`src/rtl/ppu_pkg.sv`:
```
// Shared types and constants for the PPU update sequencer: command layout,
// opcodes, square-state codes and the ship-length lookup.
package ppu_pkg;

  localparam int BOARD_DIM   = 10;
  localparam int NUM_SQUARES = BOARD_DIM * BOARD_DIM;
  localparam logic [6:0] MAX_SQ   = 7'd99;
  localparam logic [6:0] ROW_STEP = 7'd10;

  // cmd_data bit positions
  localparam int CMD_OP_HI    = 15;
  localparam int CMD_OP_LO    = 14;
  localparam int CMD_BOARD    = 13;
  localparam int CMD_SQ_HI    = 12;
  localparam int CMD_SQ_LO    = 6;
  localparam int CMD_STATE_HI = 5;
  localparam int CMD_STATE_LO = 4;
  localparam int CMD_TYPE_HI  = 3;
  localparam int CMD_TYPE_LO  = 2;
  localparam int CMD_VERT     = 1;
  localparam int CMD_SEL      = 0;

  typedef enum logic [1:0] {
    OP_SQUARE = 2'b00,
    OP_SHIP   = 2'b01,
    OP_CLEAR  = 2'b10,
    OP_RSVD   = 2'b11
  } op_e;

  localparam logic [1:0] ST_EMPTY = 2'b00;
  localparam logic [1:0] ST_MISS  = 2'b01;
  localparam logic [1:0] ST_HIT   = 2'b10;
  localparam logic [1:0] ST_SHIP  = 2'b11;

  // Field order mirrors the bit positions above (MSB first).
  typedef struct packed {
    op_e        op;
    logic       board;
    logic [6:0] square;
    logic [1:0] state;
    logic [1:0] ship_type;
    logic       vert;
    logic       sel;
  } cmd_t;

  typedef enum logic [1:0] {
    S_IDLE,
    S_SINGLE,
    S_SHIP,
    S_CLEAR
  } seq_state_e;

  // Ship type code 0..3 maps to length 2..5.
  function automatic logic [2:0] ship_len(input logic [1:0] t);
    return {1'b0, t} + 3'd2;
  endfunction

endpackage

```
`src/rtl/ppu_cmd_fifo.sv`:
```
// Small synchronous command FIFO; pointers carry a wrap bit so full and
// empty are distinguished without a separate counter.
module ppu_cmd_fifo #(
  parameter int DEPTH = 4,
  parameter int W     = 16
) (
  input  logic         sys_clk,
  input  logic         rst,
  input  logic         push_i,
  input  logic [W-1:0] wdata_i,
  input  logic         pop_i,
  output logic [W-1:0] rdata_o,
  output logic         full_o,
  output logic         empty_o
);

  localparam int AW = $clog2(DEPTH);

  logic [W-1:0] mem_q [DEPTH];
  logic [AW:0]  wp_q, rp_q;
  logic         do_push, do_pop;

  assign full_o  = (wp_q[AW] != rp_q[AW]) && (wp_q[AW-1:0] == rp_q[AW-1:0]);
  assign empty_o = (wp_q == rp_q);
  assign do_push = push_i && !full_o;
  assign do_pop  = pop_i && !empty_o;
  assign rdata_o = mem_q[rp_q[AW-1:0]];

  // Pointer update; a push when full is dropped here.
  always_ff @(posedge sys_clk) begin
    if (rst) begin
      wp_q <= '0;
      rp_q <= '0;
    end else begin
      if (do_push) wp_q <= wp_q + 1'b1;
      if (do_pop)  rp_q <= rp_q + 1'b1;
    end
  end

  // Storage needs no reset: entries are only read after being written.
  always_ff @(posedge sys_clk) begin
    if (do_push) mem_q[wp_q[AW-1:0]] <= wdata_i;
  end

endmodule

```
`src/rtl/ppu_update_sequencer.sv`:
```
// Expands queued display commands into single-square update strobes for the
// PPU square table: one square, a whole ship, or a full-board clear.
module ppu_update_sequencer
  import ppu_pkg::*;
#(
  parameter int FIFO_DEPTH = 4
) (
  input  logic        sys_clk,
  input  logic        rst,
  input  logic        cmd_valid,
  output logic        cmd_ready,
  input  logic [15:0] cmd_data,
  output logic        receive,
  output logic        board,
  output logic [6:0]  square_update,
  output logic [1:0]  square_state,
  output logic [1:0]  ship_type,
  output logic [2:0]  ship_section,
  output logic        vert,
  output logic        square_sel,
  output logic        busy,
  output logic        err
);

  logic [15:0] fifo_rdata;
  logic        fifo_full, fifo_empty, pop;
  cmd_t        head;

  seq_state_e  state_q;
  logic        rcv_q, board_q, vert_q, sel_q, err_q;
  logic [6:0]  sq_q, step_q;
  logic [1:0]  st_q, ty_q;
  logic [2:0]  sec_q, last_q;

  logic [6:0]  rem;
  logic [3:0]  row, col;
  logic [2:0]  len;
  logic [4:0]  h_end, v_end;
  logic        fits, reject;

  ppu_cmd_fifo #(.DEPTH(FIFO_DEPTH), .W(16)) u_fifo (
    .sys_clk (sys_clk),
    .rst     (rst),
    .push_i  (cmd_valid),
    .wdata_i (cmd_data),
    .pop_i   (pop),
    .rdata_o (fifo_rdata),
    .full_o  (fifo_full),
    .empty_o (fifo_empty)
  );

  assign head      = cmd_t'(fifo_rdata);
  assign pop       = (state_q == S_IDLE) && !fifo_empty;
  assign cmd_ready = !fifo_full;
  assign busy      = (state_q != S_IDLE) || !fifo_empty;

  // Decode the FIFO head: row/col by repeated subtract-ten, then range checks.
  always_comb begin
    rem = head.square;
    row = '0;
    for (int k = 0; k < 12; k++) begin
      if (rem >= ROW_STEP) begin
        rem = rem - ROW_STEP;
        row = row + 4'd1;
      end
    end
    col   = rem[3:0];
    len   = ship_len(head.ship_type);
    h_end = {1'b0, col} + {2'b00, len} - 5'd1;
    v_end = {1'b0, row} + {2'b00, len} - 5'd1;
    fits  = head.vert ? (v_end <= 5'd9) : (h_end <= 5'd9);
    unique case (head.op)
      OP_SQUARE: reject = (head.square > MAX_SQ);
      OP_SHIP:   reject = (head.square > MAX_SQ) || !fits;
      OP_CLEAR:  reject = 1'b0;
      default:   reject = 1'b1;
    endcase
  end

  // Sequencer FSM; every PPU-facing output is a register written here.
  always_ff @(posedge sys_clk) begin
    if (rst) begin
      state_q <= S_IDLE;
      rcv_q   <= 1'b0;
      board_q <= 1'b0;
      sq_q    <= '0;
      st_q    <= ST_EMPTY;
      ty_q    <= '0;
      sec_q   <= '0;
      vert_q  <= 1'b0;
      sel_q   <= 1'b0;
      err_q   <= 1'b0;
      step_q  <= '0;
      last_q  <= '0;
    end else begin
      err_q <= 1'b0;
      unique case (state_q)
        S_IDLE: begin
          if (!fifo_empty) begin
            if (reject) begin
              err_q <= 1'b1;
            end else begin
              rcv_q   <= 1'b1;
              board_q <= head.board;
              sec_q   <= '0;
              unique case (head.op)
                OP_SQUARE: begin
                  sq_q    <= head.square;
                  st_q    <= head.state;
                  ty_q    <= head.ship_type;
                  vert_q  <= head.vert;
                  sel_q   <= head.sel;
                  state_q <= S_SINGLE;
                end
                OP_SHIP: begin
                  sq_q    <= head.square;
                  st_q    <= ST_SHIP;
                  ty_q    <= head.ship_type;
                  vert_q  <= head.vert;
                  sel_q   <= 1'b0;
                  step_q  <= head.vert ? ROW_STEP : 7'd1;
                  last_q  <= len - 3'd1;
                  state_q <= S_SHIP;
                end
                default: begin
                  sq_q    <= '0;
                  st_q    <= ST_EMPTY;
                  ty_q    <= '0;
                  vert_q  <= 1'b0;
                  sel_q   <= 1'b0;
                  state_q <= S_CLEAR;
                end
              endcase
            end
          end
        end
        S_SINGLE: begin
          rcv_q   <= 1'b0;
          state_q <= S_IDLE;
        end
        S_SHIP: begin
          if (sec_q == last_q) begin
            rcv_q   <= 1'b0;
            state_q <= S_IDLE;
          end else begin
            sq_q  <= sq_q + step_q;
            sec_q <= sec_q + 3'd1;
          end
        end
        S_CLEAR: begin
          if (sq_q == MAX_SQ) begin
            rcv_q   <= 1'b0;
            state_q <= S_IDLE;
          end else begin
            sq_q <= sq_q + 7'd1;
          end
        end
      endcase
    end
  end

  assign receive       = rcv_q;
  assign board         = board_q;
  assign square_update = sq_q;
  assign square_state  = st_q;
  assign ship_type     = ty_q;
  assign ship_section  = sec_q;
  assign vert          = vert_q;
  assign square_sel    = sel_q;
  assign err           = err_q;

endmodule

```
`config.mk`:
```
export PLATFORM = sky130hd
export DESIGN_NAME = ppu_update_sequencer
export DESIGN_NICKNAME = d
export VERILOG_FILES = /design/src/rtl/ppu_pkg.sv /design/src/rtl/ppu_cmd_fifo.sv /design/src/rtl/ppu_update_sequencer.sv
export SDC_FILE = /design/constraint.sdc
export NUM_CORES = 1
export LEC_CHECK = 0
export CAP_MARGIN = 40
export CORE_ASPECT_RATIO = 0.75
export CORE_MARGIN = 4
export CORE_UTILIZATION = 50
export CTS_BUF_LIST = sky130_fd_sc_hd__clkbuf_2
export CTS_CLUSTER_DIAMETER = 50
export DETAILED_ROUTE_END_ITERATION = 7
export GPL_TIMING_DRIVEN = 1
export PLACE_DENSITY = 0.78
export SLEW_MARGIN = 20
export SYNTH_ARGS = -nofsm -noshare
export SYNTH_HDL_FRONTEND = slang
export SYNTH_SLANG_ARGS = --single-unit
```
`constraint.sdc`:
```
create_clock -name sys_clk -period 9.7 [get_ports sys_clk]
set_clock_uncertainty 0.05 [all_clocks]
set_input_delay 2.91 -clock sys_clk [delete_from_list [all_inputs] [get_ports sys_clk]]
set_output_delay 2.91 -clock sys_clk [all_outputs]
set_load 0.02 [all_outputs]
```
; Word level (Yosys, flattened, before mapping)
; Memories as Yosys holds them, arrays and structs flattened. A register that Yosys moved wholly into a read port is not among the register bits.
; Index checks and enable logic that the tools add are counted.
[word_totals]
regBits = 37
inputBits = 19
ramBits = 64
output_inout_bits = 21
latch_bits = 0
word_cells = 161
romBits = 0
n_memories = 1
[classes]
div = 0
add_sub_neg = 34
reduce_logical = 21
n_bitwise = 3
eq_ne = 16
multipliers = 0
muxes = 57
order_cmp = 15
shift = 0
[mem_list]
columns = memory, depth, width, rd, rd_ports_with_merged_regs, write_ports, line
row1 = u_fifo.mem_q, 4, 16, 1, 1, 1, ppu_cmd_fifo.sv:19  ; logic [W-1:0] mem_q [DEPTH];
[ops]
columns = operator, n
row1 = $mux W7, 16
row2 = $ge A7 B4 Y1 const B, 12
row3 = $sub A7 B4 Y7 const B, 11
row4 = $mux W4, 13
row5 = $add A4 B1 Y4 const B, 11
row6 = $pmux W7 S3, 1
row7 = $mux W2, 7
row8 = $ne A2 B2 Y1 const B, 6
row9 = $reduce_and A4 Y1, 3
row10 = $mux W1, 11
row11 = $add A4 B3 Y5, 2
row12 = $le A5 B4 Y1 const B, 2
row13 = $sub A5 B1 Y5 const B, 2
row14 = $add A3 B1 Y3 const B, 3
row15 = $mux W3, 3
row16 = $pmux W2 S2, 2
row17 = $pmux W2 S4, 1
row18 = $add A7 B1 Y7 const B, 1
row19 = $add A7 B7 Y7, 1
row20 = $eq A7 B7 Y1 const B, 1
row21 = $gt A7 B7 Y1 const B, 1
row22 = $eq A2 B2 Y1 const B, 3
row23 = $eq A3 B3 Y1, 2
row24 = $pmux W3 S2, 1
row25 = other kinds (19), 30

; Logic depth before layout (Yosys ltp)
[logic_depth]
word_depth = 34
depth_mapped = 56
ltp_nobuf = 52

; By module
; From an unflattened synthesis, not the netlist that was laid out.
[hier_totals]
cells_unflattened = 877
hier_area_um2 = 8275.4
[modules_own_cells]
columns = mod, area_per_inst_um2, cells_per_inst, n_inst, seq_area_each_um2
row1 = ppu_update_sequencer, 5390.2, 725, 1, 520.5
row2 = ppu_cmd_fifo, 2885.3, 152, 1, 2082.0

; Least setup slack after synthesis
; No wires, ideal clock.
[synth_path]
kind = register -> register
from = register with a tool-made name
to = register st_q[1], in the netlist square_state[1]
stages_incl_launch_ff = 48
setup_time_ns = 0.071
t_arrival_ns = 10.323
n_path_buf = 1
slack_ns = -0.743
period_less_slack_ns = 10.443
t_required_ns = 9.579
path_cell_list = dfxtp_1 buf_6 mux4_2 inv_1 ha_1 inv_1 a21oi_2 xor2_1 nor3_1 o31ai_2 nand3_1 nand2_1 xor2_1 ha_1 mux2i_1 inv_1 ha_1 nand2_1 (+12 left out) o21ai_0 ha_1 xnor2_1 mux2_4 a2111oi_4 o21ai_1 nand2_1 xor2_1 ha_1 a21oi_1 inv_1 xnor2_1 nor3b_1 a31oi_1 a2111oi_2 nor2_2 or3_1 a21oi_1
[synth_rtl]
columns = element, line
row1 = "end signal, assigned", ppu_update_sequencer.sv:109  ; st_q <= head.state;
row2 = "end, declared", ppu_update_sequencer.sv:32  ; logic [1:0] st_q, ty_q;

==> results_dict.tcl <==
set metrics [dict create \
    antenna_cells 0 \
    final_area_sq_um 11090 \
    drtPass1Iterations 5 \
    max_clock_freq_ghz 0.1036 \
    grt_pass1_vias 6801 \
    gp_congestion 0.9466 \
    slowest_stage "mux4_2" \
    root_buffer "clkbuf_2" \
    crit_path_frequent_cell "ha_4" \
    drt_wl_total_microns 23600 \
    synth_top_family_by_area "compound AO/OA/AOI/OAI gates" \
    numCtsBuffers 9 \
    finalCritPeriodShare 0.9951 \
    synthesis.area_sq_um 7789 \
    cts_sinks 98 \
    crit_fanout 8 \
    fin_nets 1079 \
    layout_common_cells "buf_4, nand2_1, edfxtp_1" \
    finalSetupViolations 0 \
    synth.net_count 872 \
    required_ps 10200 \
    grt_max_degree 36 \
    die_h_microns 116.1 \
    crit_arrival_ps 10150 \
    placed_area_sq_um 9208 \
    async_reset_ff_frac 0 \
    core_sq_um 15220 \
    synth-simple-area-share 0.1756 \
    syn_area_per_cell_sq_um 9.568 \
    placedCellCount 1127 \
    max_slew_margin 0.4387 \
    drive_gt1_frac 0.4162 \
    dp_hpwl_microns 15000 \
    die-area_sq_um 17660 \
    period_needed_ps 9652 \
    grt_first_pass_wirelength_microns 33630 \
    yosysSeqAreaShare 0.3341 \
    yosys_most_used_dff "edfxtp_1" \
    path_class "reg -> reg" \
    wl_per_cell_microns 19.17 \
    fin_tns_setup_ps 0 \
    track_usage 0.2296 \
    start_util 0.5116 \
    cap_violations 0 \
    ioPinCount 40 \
    synth_edf_count 64 \
    port_buffers 39 \
    fillers 1001 \
    synth_top_area_share 0.2467 \
    synth-warning-count 0 \
    critPathLaunchType "flop" \
    place_ws_ps -457.4 \
    cts_max_level 3 \
    synthAdderAreaFrac 0.06554 \
    postRouteAntennaNets 0 \
    stdcell_count 1231 \
    first_iter_violations 651 \
    yosys-top-cells-area "edfxtp_1, dfxtp_1, ha_1" \
    synthXorXnorAreaFrac 0.06506 \
    rsz0062_at_grt "true" \
    clkSlewWorstSetupHoldPaths_ps 300 \
    regArea_sq_um 2608 \
    clockBufferDepth 2 \
    outcome "complete, no violations" \
    num_vias 7605 \
    muxShareOfSynthArea 0.08755 \
    final_hold_viol_count 0 \
    mostFrequentLayoutCell "buf_4" \
    yosysTopAreaCell "edfxtp_1" \
    antenna_found_initial 0 \
    overflow 0 \
    worstMarginPinSlew_ps 831.3 \
    holdCritPathClass "reg -> reg" \
    cp-end-kind "flop" \
    row_count 39 \
    viasPerCell 6.178 \
    final-max-slew-violation-count 0 \
    fp.dieW_microns 152.1 \
    synth_compound_area_frac 0.2291 \
    synthCells 814 \
    multiInputGateArea_sq_um 6073 \
    cts_tree "yes" \
    post-route-drc-count 0 \
    areaGrowthSynthToFinish_pct 42.33 \
    setup_slack_ps 47.93 \
    cpPeakStageDelay_ps 520 \
    synth_seq_cells 98 \
    synth.distinct_cells 104 \
    clock_latency_ps 600 \
]
-- logic make-up (layout without fill, tap and decap cells) --
logic type                 after synthesis  count (layout)
adders and majority gates               39              39
xor gates and xnor gates                54              54
AOI/OAI and AO/OA                      237             237
buffers and inverters                   72             284
DFF                                     98              98
and+or+nand+nor                        266             266
muxes                                   48              48
-- registers in the layout, indices dropped and copies added, names as in the netlist, named ones only --
signal / flops
receive: 1
ship_section: 3
state_q: 2
u_fifo.mem_q: 64
square_state: 2
board: 1
ship_type: 2
err: 1
last_q: 3
square_sel: 1
u_fifo.rp_q: 3
vert: 1
u_fifo.wp_q: 3
square_update: 7
step_q: 2
-- metal layers --
layer,wire [microns],vias up,GRT usage
met2,11430,364,0.3858
li1,-,3500,-
met4,614,0,0.05329
met1,9823,3677,0.3183
met5,0,-,0
met3,1740,64,0.03556
-- worst max-delay path, delay by kind of cell, from the launching register on --
family,cells,cell delay [ps]
AOI/OAI and AO/OA,10,1760
xor gates and xnor gates,2,280
adders and majority gates,10,2440
buffers and inverters,7,600
DFF,1,470
muxes,6,1860
and+or+nand+nor,11,2170
-- final cells by class --
class | count | area share
Clock inverter | 7 | 0.006321
Clock buffer | 9 | 0.004063
Inverter | 45 | 0.01659
Timing Repair Buffer | 223 | 0.1668
Multi-Input combinational cell | 644 | 0.5479
Sequential cell | 98 | 0.2352
Tap cell | 205 | 0.02314
-- final timing paths --
path | from | cells past startpoint | end | slack, ps
max reg2reg | flop | 46 | ship_type[0] | 50
max | flop | 46 | ship_type[0] | 50
min reg2reg | square_sel | 2 | square_sel | 420
min | square_sel | 2 | square_sel | 420
-- repair_timing --
item | 4_1_cts | 5_1_grt
hold buffers | 0 | 0
gates resized for setup | 31 | 168
pin swaps | 45 | 75
setup endpoints to repair | 25 | 25
buffers inserted | 39 | 51
-- synthesized netlist by cell type, types with 6 or more instances --
cell type	count
mux4_2	14
nor2_1	60
xor2_1	21
nand2_1	74
a31oi_1	15
mux2_2	10
and2_1	11
o21ai_1	17
nand3_1	25
or3_1	10
nor3_1	21
ha_1	36
inv_1	40
edfxtp_1	64
clkbuf_1	8
buf_2	7
nand2b_1	8
o21ai_0	22
mux2i_1	21
o211ai_1	13
a21oi_1	57
a21o_1	11
a211oi_1	6
dfxtp_1	34
nor4_1	6
xnor2_1	30
o32ai_1	8
o21a_1	6
-- stage by stage --
| stage | hold WS, ps | util |
|---|---|---|
| 6_report | 421.8 | 0.7281 |
| 5_1_grt | 444.0 | 0.7281 |
| 4_1_cts | 422.1 | 0.6406 |
| 3_5_place_dp | 393.9 | 0.6048 |
| 3_3_place_gp | 391.8 | 0.6045 |
| 2_1_floorplan | 404.7 | - |
Power is not shown: default switching activity piles up to over one toggle a cycle in this logic, so the estimate is an artifact.
